==> src/rtl/level_banner_ctrl_pkg.sv <==
// Shared types and constants for the between-level banner controller.
package level_banner_ctrl_pkg;
  localparam int LEVEL_SIZE        = 8;
  localparam int LEVEL_MAX_DISPLAY = 99;

  typedef enum logic [2:0] {IDLE, CONVERT, SHOW, BLINK, DONE} banner_state_t;

  // Two decimal digits only, so anything above 99 is shown as 99.
  function automatic logic [6:0] sat_level(input logic [LEVEL_SIZE-1:0] lvl);
    return (lvl > LEVEL_SIZE'(LEVEL_MAX_DISPLAY)) ? 7'(LEVEL_MAX_DISPLAY) : lvl[6:0];
  endfunction
endpackage

==> src/rtl/level_banner_ctrl_if.sv <==
// Level/frame inputs and overlay/freeze outputs of the banner controller.
interface level_banner_ctrl_if;
  import level_banner_ctrl_pkg::*;
  logic                  level_start;
  logic [LEVEL_SIZE-1:0] level_in;
  logic                  frame_tick;
  logic                  skip;
  logic [3:0]            tens_digit;
  logic [3:0]            ones_digit;
  logic                  banner_en;
  logic                  game_freeze;
  logic                  banner_done;

  modport master (output level_start, level_in, frame_tick, skip,
                  input  tens_digit, ones_digit, banner_en, game_freeze, banner_done);
  modport slave  (input  level_start, level_in, frame_tick, skip,
                  output tens_digit, ones_digit, banner_en, game_freeze, banner_done);
endinterface

==> src/rtl/level_banner_ctrl_bin2bcd_seq.sv <==
// Iterative binary-to-two-digit BCD: subtracts 10 per cycle, no divider.
module bin2bcd_seq (
  input  logic       clk,
  input  logic       rst_n,
  input  logic       start,
  input  logic [6:0] bin_in,
  output logic       busy,
  output logic       done,
  output logic [3:0] tens,
  output logic [3:0] ones
);
  logic [6:0] rem_q, rem_d;
  logic [3:0] tens_q, tens_d;
  logic       busy_q, busy_d;

  always_ff @(posedge clk or negedge rst_n) begin
    if (!rst_n) begin
      rem_q  <= '0;
      tens_q <= '0;
      busy_q <= 1'b0;
    end else begin
      rem_q  <= rem_d;
      tens_q <= tens_d;
      busy_q <= busy_d;
    end
  end

  always_comb begin
    rem_d  = rem_q;
    tens_d = tens_q;
    busy_d = busy_q;
    if (start) begin
      rem_d  = bin_in;
      tens_d = '0;
      busy_d = 1'b1;
    end else if (busy_q) begin
      if (rem_q >= 7'd10) begin
        rem_d  = rem_q - 7'd10;
        tens_d = tens_q + 4'd1;
      end else begin
        busy_d = 1'b0;
      end
    end
  end

  // done is combinational so the controller can latch digits in the final step.
  assign done = busy_q && (rem_q < 7'd10);
  assign busy = busy_q;
  assign tens = tens_q;
  assign ones = rem_q[3:0];
endmodule

==> src/rtl/level_banner_ctrl.sv <==
// Banner sequencer: latch level, convert to digits, show, blink, release gameplay.
module level_banner_ctrl
  import level_banner_ctrl_pkg::*;
#(
  parameter int SHOW_FRAMES  = 120,
  parameter int BLINK_FRAMES = 60,
  parameter int BLINK_PERIOD = 8
) (
  input logic             clk,
  input logic             rst_n,
  level_banner_ctrl_if.slave bus
);
  localparam int CNT_MAX = (SHOW_FRAMES > BLINK_FRAMES)
                           ? ((SHOW_FRAMES > BLINK_PERIOD) ? SHOW_FRAMES : BLINK_PERIOD)
                           : ((BLINK_FRAMES > BLINK_PERIOD) ? BLINK_FRAMES : BLINK_PERIOD);
  localparam int CW = $clog2(CNT_MAX) + 1;

  banner_state_t state_q, state_d;
  logic [CW-1:0] frame_cnt_q, frame_cnt_d;
  logic [CW-1:0] blink_cnt_q, blink_cnt_d;
  logic          phase_q, phase_d;
  logic [3:0]    tens_digit_q, tens_digit_d;
  logic [3:0]    ones_digit_q, ones_digit_d;
  logic          banner_en_q, banner_en_d;
  logic          game_freeze_q, game_freeze_d;
  logic          banner_done_q, banner_done_d;

  logic       bcd_start, bcd_busy, bcd_done;
  logic [3:0] bcd_tens, bcd_ones;

  assign bcd_start = (state_q == IDLE) && bus.level_start;

  bin2bcd_seq u_bcd (
    .clk    (clk),
    .rst_n  (rst_n),
    .start  (bcd_start),
    .bin_in (sat_level(bus.level_in)),
    .busy   (bcd_busy),
    .done   (bcd_done),
    .tens   (bcd_tens),
    .ones   (bcd_ones)
  );

  always_ff @(posedge clk or negedge rst_n) begin
    if (!rst_n) begin
      state_q       <= IDLE;
      frame_cnt_q   <= '0;
      blink_cnt_q   <= '0;
      phase_q       <= 1'b0;
      tens_digit_q  <= '0;
      ones_digit_q  <= '0;
      banner_en_q   <= 1'b0;
      game_freeze_q <= 1'b0;
      banner_done_q <= 1'b0;
    end else begin
      state_q       <= state_d;
      frame_cnt_q   <= frame_cnt_d;
      blink_cnt_q   <= blink_cnt_d;
      phase_q       <= phase_d;
      tens_digit_q  <= tens_digit_d;
      ones_digit_q  <= ones_digit_d;
      banner_en_q   <= banner_en_d;
      game_freeze_q <= game_freeze_d;
      banner_done_q <= banner_done_d;
    end
  end

  always_comb begin
    state_d      = state_q;
    frame_cnt_d  = frame_cnt_q;
    blink_cnt_d  = blink_cnt_q;
    phase_d      = phase_q;
    tens_digit_d = tens_digit_q;
    ones_digit_d = ones_digit_q;
    case (state_q)
      IDLE: begin
        frame_cnt_d = '0;
        blink_cnt_d = '0;
        phase_d     = 1'b0;
        if (bus.level_start) state_d = CONVERT;
      end
      CONVERT: begin
        if (bcd_done) begin
          tens_digit_d = bcd_tens;
          ones_digit_d = bcd_ones;
          state_d      = SHOW;
        end else if (!bcd_busy) begin
          state_d = IDLE;
        end
      end
      SHOW: begin
        if (bus.skip) begin
          state_d = DONE;
        end else if (bus.frame_tick) begin
          if (frame_cnt_q == CW'(SHOW_FRAMES - 1)) begin
            state_d     = BLINK;
            frame_cnt_d = '0;
            blink_cnt_d = '0;
            phase_d     = 1'b0;
          end else begin
            frame_cnt_d = frame_cnt_q + 1'b1;
          end
        end
      end
      BLINK: begin
        if (bus.skip) begin
          state_d = DONE;
        end else if (bus.frame_tick) begin
          if (frame_cnt_q == CW'(BLINK_FRAMES - 1)) begin
            state_d = DONE;
          end else begin
            frame_cnt_d = frame_cnt_q + 1'b1;
            if (blink_cnt_q == CW'(BLINK_PERIOD - 1)) begin
              blink_cnt_d = '0;
              phase_d     = ~phase_q;
            end else begin
              blink_cnt_d = blink_cnt_q + 1'b1;
            end
          end
        end
      end
      DONE: begin
        state_d     = IDLE;
        frame_cnt_d = '0;
        blink_cnt_d = '0;
        phase_d     = 1'b0;
      end
      default: state_d = IDLE;
    endcase

    // Outputs are decoded from the next state so the registers line up with state_q.
    banner_en_d   = (state_d == SHOW) || ((state_d == BLINK) && phase_d);
    game_freeze_d = (state_d != IDLE);
    banner_done_d = (state_d == DONE);
  end

  assign bus.tens_digit  = tens_digit_q;
  assign bus.ones_digit  = ones_digit_q;
  assign bus.banner_en   = banner_en_q;
  assign bus.game_freeze = game_freeze_q;
  assign bus.banner_done = banner_done_q;
endmodule
==> src/flat_wrapper.sv <==
// flat-port wrapper written by rule: the top's interface ports become plain ports
module level_banner_ctrl_flat import level_banner_ctrl_pkg::*;
#(
  parameter int SHOW_FRAMES  = 120,
  parameter int BLINK_FRAMES = 60,
  parameter int BLINK_PERIOD = 8
)
  (clk, rst_n, bus_level_start, bus_level_in, bus_frame_tick, bus_skip, bus_tens_digit, bus_ones_digit, bus_banner_en, bus_game_freeze, bus_banner_done);
  level_banner_ctrl_if bus_i ();
  input logic clk;
  input logic rst_n;
  input wire logic [$bits(bus_i.level_start)-1:0] bus_level_start;
  input wire logic [$bits(bus_i.level_in)-1:0] bus_level_in;
  input wire logic [$bits(bus_i.frame_tick)-1:0] bus_frame_tick;
  input wire logic [$bits(bus_i.skip)-1:0] bus_skip;
  output wire logic [$bits(bus_i.tens_digit)-1:0] bus_tens_digit;
  output wire logic [$bits(bus_i.ones_digit)-1:0] bus_ones_digit;
  output wire logic [$bits(bus_i.banner_en)-1:0] bus_banner_en;
  output wire logic [$bits(bus_i.game_freeze)-1:0] bus_game_freeze;
  output wire logic [$bits(bus_i.banner_done)-1:0] bus_banner_done;
  assign bus_i.level_start = bus_level_start;
  assign bus_i.level_in = bus_level_in;
  assign bus_i.frame_tick = bus_frame_tick;
  assign bus_i.skip = bus_skip;
  assign bus_tens_digit = bus_i.tens_digit;
  assign bus_ones_digit = bus_i.ones_digit;
  assign bus_banner_en = bus_i.banner_en;
  assign bus_game_freeze = bus_i.game_freeze;
  assign bus_banner_done = bus_i.banner_done;
  level_banner_ctrl #(.SHOW_FRAMES(SHOW_FRAMES), .BLINK_FRAMES(BLINK_FRAMES), .BLINK_PERIOD(BLINK_PERIOD)) u_core (.clk(clk), .rst_n(rst_n), .bus(bus_i));
endmodule
==> config.mk <==
export PLATFORM = sky130hd
export DESIGN_NAME = level_banner_ctrl_flat
export DESIGN_NICKNAME = d
export VERILOG_FILES = /design/src/rtl/level_banner_ctrl_pkg.sv /design/src/rtl/level_banner_ctrl_if.sv /design/src/rtl/level_banner_ctrl_bin2bcd_seq.sv /design/src/rtl/level_banner_ctrl.sv /design/src/flat_wrapper.sv
export SDC_FILE = /design/constraint.sdc
export NUM_CORES = 1
export LEC_CHECK = 0
export CAP_MARGIN = 20
export CELL_PAD_IN_SITES_DETAIL_PLACEMENT = 1
export CELL_PAD_IN_SITES_GLOBAL_PLACEMENT = 1
export CORE_ASPECT_RATIO = 2
export CORE_MARGIN = 3
export CORE_UTILIZATION = 48
export CTS_CLUSTER_DIAMETER = 50
export DETAILED_ROUTE_END_ITERATION = 10
export PLACE_DENSITY = 0.82
export SYNTH_ARGS = -nofsm -noshare
export SYNTH_HDL_FRONTEND = slang
export SYNTH_HIERARCHICAL = 1
export SYNTH_SLANG_ARGS = --single-unit
==> constraint.sdc <==
create_clock -name clk -period 3 [get_ports clk]
set_input_delay 0.3 -clock clk [delete_from_list [all_inputs] [get_ports clk]]
set_output_delay 0.3 -clock clk [all_outputs]
set_load 0.02 [all_outputs]
=== Word-level counts from Yosys, hierarchy flattened ===
Index checks and enable logic that the tools add are counted.

* Register bits: 43
* Input port bits: 13
* Output and inout port bits: 11

* $add $sub $neg: 4
* Order comparisons: 3
* Eq/ne operators: 16
* Multiplexer cells: 43
* Bitwise gates (word level): 1
* Reduce and logical (&&, ||, !) cells: 14

{| class="wikitable"
|+ Operators with widths
! kind !! count
|-
| $mux 8 || 13
|-
| $pmux 8 s3 || 2
|-
| $mux 7 || 4
|-
| $mux 3 || 9
|-
| $add 8x1->8 const B || 2
|-
| $eq 3x2->1 const B || 4
|-
| $mux 4 || 3
|-
| $pmux 3 s4 || 1
|-
| $mux 1 || 10
|-
| $ne 2x2->1 const B || 5
|-
| $eq 8x3->1 const B || 1
|-
| $eq 8x6->1 const B || 1
|-
| $eq 8x7->1 const B || 1
|-
| $gt 8x7->1 const B || 1
|-
| $ge 7x4->1 const B || 1
|-
| $lt 7x4->1 const B || 1
|-
| $reduce_and 7->1 || 1
|-
| $sub 7x4->7 const B || 1
|-
| $eq 3x3->1 const B || 2
|-
| $reduce_and 6->1 || 1
|-
| $reduce_bool 3->1 || 2
|-
| $add 4x1->4 const B || 1
|-
| $reduce_and 2->1 || 2
|-
| $reduce_bool 2->1 || 2
|-
| 8 further kinds || 10
|}

=== Depth between registers and ports, before layout ===
* Depth in word-level cells: 8
* Depth in mapped cells: 9

=== By module ===
The synthesis kept the hierarchy.

{| class="wikitable"
|+ Modules (own cells, without submodules)
! module !! times used !! cells each !! area each (um^2)
|-
| level_banner_ctrl || 1 || 162 || 1679.1
|-
| bin2bcd_seq || 1 || 89 || 860.8
|}

=== Least setup slack after synthesis ===
Ideal clock, no wire load.

* Path kind: register to register
* Start point: register u_core.u_bcd.rem_q[4]
* End point: register u_core.ones_digit_q[0], in the netlist u_core/bus.ones_digit[0]
* Data arrival time: 1892 ps
* Path slack: 983 ps
* Cell stages (with the launch flop): 6
* Clock period less this slack: 2017 ps
* Cells stage by stage: dfrtp_1 > or3_4 > nor3_1 > nand2_1 > nor3_2 > mux2_2

* Cells in the longest elaborated chain, start to end: 3

{| class="wikitable"
|+ Ends and longest elaborated chain
! element !! line !! source
|-
| from (decl) || level_banner_ctrl_bin2bcd_seq.sv:12 || <nowiki>logic [6:0] rem_q, rem_d;</nowiki>
|-
| from (signal assigned) || level_banner_ctrl_bin2bcd_seq.sv:22 || <nowiki>rem_q <= rem_d;</nowiki>
|-
| $lt 7x4->1 || level_banner_ctrl_bin2bcd_seq.sv:47 || <nowiki>assign done = busy_q && (rem_q < 7'd10);</nowiki>
|-
| $logic_and 1x1->1 || level_banner_ctrl_bin2bcd_seq.sv:47 ||
|-
| named net u_core.bcd_done || level_banner_ctrl.sv:28 || <nowiki>logic bcd_start, bcd_busy, bcd_done;</nowiki>
|-
| $reduce_and 2->1 (no line) || -- ||
|-
| to (signal assigned) || level_banner_ctrl.sv:61 || <nowiki>ones_digit_q <= ones_digit_d;</nowiki>
|-
| to (decl) || level_banner_ctrl.sv:23 || <nowiki>logic [3:0] ones_digit_q, ones_digit_d;</nowiki>
|}

The timed path passes the listed nets, and every way through them passes these cells.
A chain may end at the register's enable or synchronous reset.

=== Final worst setup path ===
* Start point: register u_core.frame_cnt_q[1]
* End point: register u_core.banner_en_q, in the netlist u_core/bus.banner_en

* Cells in the longest elaborated chain, start to end: 8
* Elaborated cells on any way between the ends: 20
* Those cells by class: eq/ne: 4; mux: 14; reduce/logical: 2

{| class="wikitable"
|+ Ends and longest elaborated chain
! element !! line !! source
|-
| from (decl) || level_banner_ctrl.sv:19 || <nowiki>logic [CW-1:0] frame_cnt_q, frame_cnt_d;</nowiki>
|-
| from (signal assigned) || level_banner_ctrl.sv:57 || <nowiki>frame_cnt_q <= frame_cnt_d;</nowiki>
|-
| $eq 8x6->1 / $eq 8x7->1 (equally long branches) || level_banner_ctrl.sv:109, level_banner_ctrl.sv:95 ||
|-
| $mux 3 (on tied branches) || level_banner_ctrl.sv:109, level_banner_ctrl.sv:95 ||
|-
| $mux 3 (on tied branches) || level_banner_ctrl.sv:108, level_banner_ctrl.sv:94 ||
|-
| $mux 3 (on tied branches) || level_banner_ctrl.sv:106, level_banner_ctrl.sv:92 ||
|-
| $pmux 3 s4 || level_banner_ctrl.sv:75 || <nowiki>case (state_q)</nowiki>
|-
| $eq 3x2->1 || level_banner_ctrl.sv:132 || <nowiki>banner_en_d = (state_d == SHOW) || ((state_d == BLINK) && phase_d);</nowiki>
|-
| $logic_and 1x1->1 || level_banner_ctrl.sv:132 ||
|-
| $logic_or 1x1->1 (*) || level_banner_ctrl.sv:132 ||
|-
| named net u_core.banner_en_d || level_banner_ctrl.sv:24 || <nowiki>logic banner_en_q, banner_en_d;</nowiki>
|-
| to (signal assigned) || level_banner_ctrl.sv:62 || <nowiki>banner_en_q <= banner_en_d;</nowiki>
|-
| to (decl) || level_banner_ctrl.sv:24 ||
|}

Mark *: on every way through the listed nets, which the timed path passes. The rest lies on a longest branch.

==> metrics.md <==
| Metric | Value |
|---|---|
| I/O Pins | `24` |
| CTS tree | `yes` |
| GRT overflow | `0` |
| Max Slew Vio Count | `0` |
| WHS | `about 0.36 ns` |
| Post-route ant nets | `0` |
| Post-Syn Nets | `268` |
| Routed len/inst | `~19 um` |
| Required time of the critical path | `approximately 3.2 ns` |
| Synth top area cells | `dfrtp_1 42%, mux2_2 4.4%, nand2_1 3.4%` |
| Metal3 WL | `around 180 um` |
| CTS Buf Count | `5` |
| Core region area | `5000 sq um` |
| Critical Path Sink | `u_core/bus.banner_en$_DFF_PN0_` |
| Pin count of the biggest net entering global routing | `44` |
| RR Startpoint | `u_core/frame_cnt_q[1]$_DFFE_PN0P_` |
| CP Launch Type | `register` |
| Yosys top cell by area | `dfrtp_1` |
| Initial antenna violation count | `0` |
| Crit path arrival time | `roughly 2.4 ns` |
| Starting Density | `50.8%` |
| Count of state elements after synthesis | `43` |
| Ys Warns | `6` |
| Fmax achieved | `0.446 GHz` |
| Pleak | `0.00125 uW` |
| Syn Inst Count | `251` |
| Detailed-route via count | `2056` |
| CTS hold repair buffers | `0` |
| Worst-path cell chain | `ha_1 > and4b_4 > nand4b_1 > o41ai_4 > nand3b_1 > a31oi_1` |
| Synth top area share | `42.4%` |
| Inserted Diodes | `0` |
| Layout area overhead | `15.1%` |
| Clk_skew | `roughly 0.0082 ns` |
| Seq/Total Area, Yosys | `between 40% and 50%` |
| CP Max Fanout | `6` |
| Die width | `between 50 and 60 um` |
| Initial drt markers | `slightly below 70` |
| Root Driver | `clkbuf_8` |
| Status | `finished, final reports clean` |
| IO Port Bufs | `23` |
| Share of layout cells above drive strength 1 | `~16%` |
| CP startpoint | `u_core/frame_cnt_q[1]$_DFFE_PN0P_` |
| Die height | `around 110 um` |
| MaxCap Viol Count | `0` |
| H-tree depth | `2` |
| Total GRT Usage | `23.0%` |
| Final setup violation count | `0` |
| CTS clk-pin slew, worst paths | `roughly 0.09 ns` |
| Most used flip-flop cell after synthesis | `dfrtp_1` |
| First-pass GRT wire length | `between 10000 and 15000 um` |
| Unique masters post-synth | `67` |
| Worst-margin pin slew | `between 0.7 and 0.8 ns` |
| DR top layer | `met4` |
| Count leader, synth | `dfrtp_1` |
| Nets@finish | `290` |
| FF-to-FF End | `u_core/bus.banner_en$_DFF_PN0_` |
| Drt drc | `0` |
| Vias in the first global route | `between 2000 and 2500` |
| Worst vdd ir | `just under 0.7 mV` |
| Min-Delay Path Class | `in2async` |
| DR WL met2 | `about 3700 um` |
| CTS resizes | `0` |
| Worst Setup End Kind | `register` |
| Maximum clock path buffer count | `2` |
| Final WL | `between 6000 and 7000 um` |
| EDFF count, synth | `0` |
| Flop-to-flop setup slack | `between 0.7 and 0.8 ns` |
| Top cells by count, synth | `43 x dfrtp_1, 23 x nand2_1, 18 x nor2_1, 11 x inv_1` |
| Critical path type | `reg2reg` |
| Global placement routability congestion | `just over 0.8` |
| Setup_tns | `0 ns` |
| Post-CTS setup repair buffer count | `0` |
| CP peak stage delay | `~0.54 ns` |
| # rows | `36` |
| Via density | `between 6 and 7` |
| Ys async rst share | `between 90% and 100%` |
| Clock sink total | `43` |
| FF-to-FF path depth | `6` |
| Final cycle utilization of the critical path | `about three quarters` |
| Minimum clock period | `2.24 ns` |
| Synthesized area | `2540 sq um` |
| First-pass iteration count of the detailed router | `4` |
| Metal-1 WL | `~2200 um` |
| Critical-path top delay cell | `o41ai_4` |
| Final Hold Viols | `0` |
| Post-DP HPWL | `between 4000 and 5000 um` |
| Cell Pwr Density | `947 nW/um^2` |
| Clock Latency Late Sink | `0.30 ns` |
| Die area | `between 6000 and 7000 sq um` |
| Worst slew margin | `approximately 50%` |
| RSZ-0062 raised after global routing | `false` |
| Total power | `about 2800 uW` |
| Avg Cell Area, Syn | `10.1 sq um` |
-- per-stage QoR --
stage / setup slack [ns] / utilization [%] / cells / cell area [sq um]
floorplan: 0.983 / - / 251 / 2540
global placement: 0.797 / 55.1 / 321 / 2760
detailed placement: 0.759 / 55.1 / 321 / 2760
CTS: 0.745 / 57.9 / 329 / 2890
global route: 0.600 / 58.5 / 331 / 2920
finish: 0.758 / 58.5 / 331 / 2920
-- worst min-delay path by stage --
stage / from / slack [ns] / depth (start not counted) / endpoint
after global placement: u_core/bus.ones_digit[0]$_DFFE_PN0P_ / 0.50 / 1 / u_core/bus.ones_digit[0]$_DFFE_PN0P_
after floorplan: rst_n / 0.004 / 0 / u_core/blink_cnt_q[0]$_DFFE_PN0P_
after global routing: rst_n / 0.36 / 2 / u_core/bus.tens_digit[1]$_DFFE_PN0P_
final: rst_n / 0.36 / 2 / u_core/blink_cnt_q[6]$_DFFE_PN0P_
after detailed placement: u_core/bus.ones_digit[2]$_DFFE_PN0P_ / 0.50 / 1 / u_core/bus.ones_digit[2]$_DFFE_PN0P_
after CTS: rst_n / 0.18 / 1 / u_core/blink_cnt_q[6]$_DFFE_PN0P_
-- state kept, by name (all words and copies together), names as in the netlist --
| signal | cells |
|---|---|
| u_core/u_bcd/rem_q | 7 |
| u_core/u_bcd/tens | 4 |
| u_core/phase_q | 1 |
| u_core/bus.banner_en | 1 |
| u_core/bus.tens_digit | 4 |
| u_core/state_q | 3 |
| u_core/bus.game_freeze | 1 |
| u_core/bus.banner_done | 1 |
| u_core/frame_cnt_q | 8 |
| u_core/u_bcd/busy | 1 |
| u_core/blink_cnt_q | 8 |
| u_core/bus.ones_digit | 4 |
-- where the power goes --
group	total [uW]	internal [uW]	switching, uW
logic	1210	571	641
clock network	547	332	215
registers	1010	762	246
total	2770	1660	1100
-- area by class of cell --
type | count | area (sq um)
fillers | 553 | 2080
multi-input cells | 184 | 1320
flip-flops and latches | 43 | 1080
repair buffers | 28 | 278
well taps | 57 | 71.3
clock buffers | 5 | 68.8
clock inverters | 3 | 67.6
inverters | 11 | 41.3
-- critical path: cells and delay by family (launching register included) --
kind	cells	cell delay, ns
adder cells (fa/ha/maj)	1	0.30
flip-flops	1	0.42
AND/OR/NAND/NOR	3	0.77
AO/OA/AOI/OAI	2	0.64
-- layer usage --
metal	track usage (%)	up-vias
li1	-	965
met1	23.8	1034
met2	42.8	41
met3	3.79	16
met4	11.9	0
met5	0	-
-- kinds of logic (layout without fill, tap and decap cells) --
group	Yosys count	in the layout	synth area share (%)
AO/OA/AOI/OAI	55	55	17.0
multiplexers	12	12	5.27
flip-flops	43	43	42.4
AND/OR/NAND/NOR	109	109	26.1
adder cells (fa/ha/maj)	4	4	1.97
buffers and inverters	24	47	5.86
XOR/XNOR	4	4	1.38
-- cell usage in the layout (no fill, tap or decap), drive strengths merged, types with 3 or more instances in the layout --
master          n
dfrtp          43
nand2          23
clkdlybuf4s50  22
nor2           18
inv            11
o21ai          11
mux2           11
nand3           9
or2             8
o31ai           7
nor3            7
nor2b           6
a31oi           6
nand2b          6
or3             6
o311ai          6
clkbuf          5
buf             5
nand3b          4
xor2            4
ha              4
and2            4
a21oi           3
a2111o          3
(Power assumes the default switching activity.)
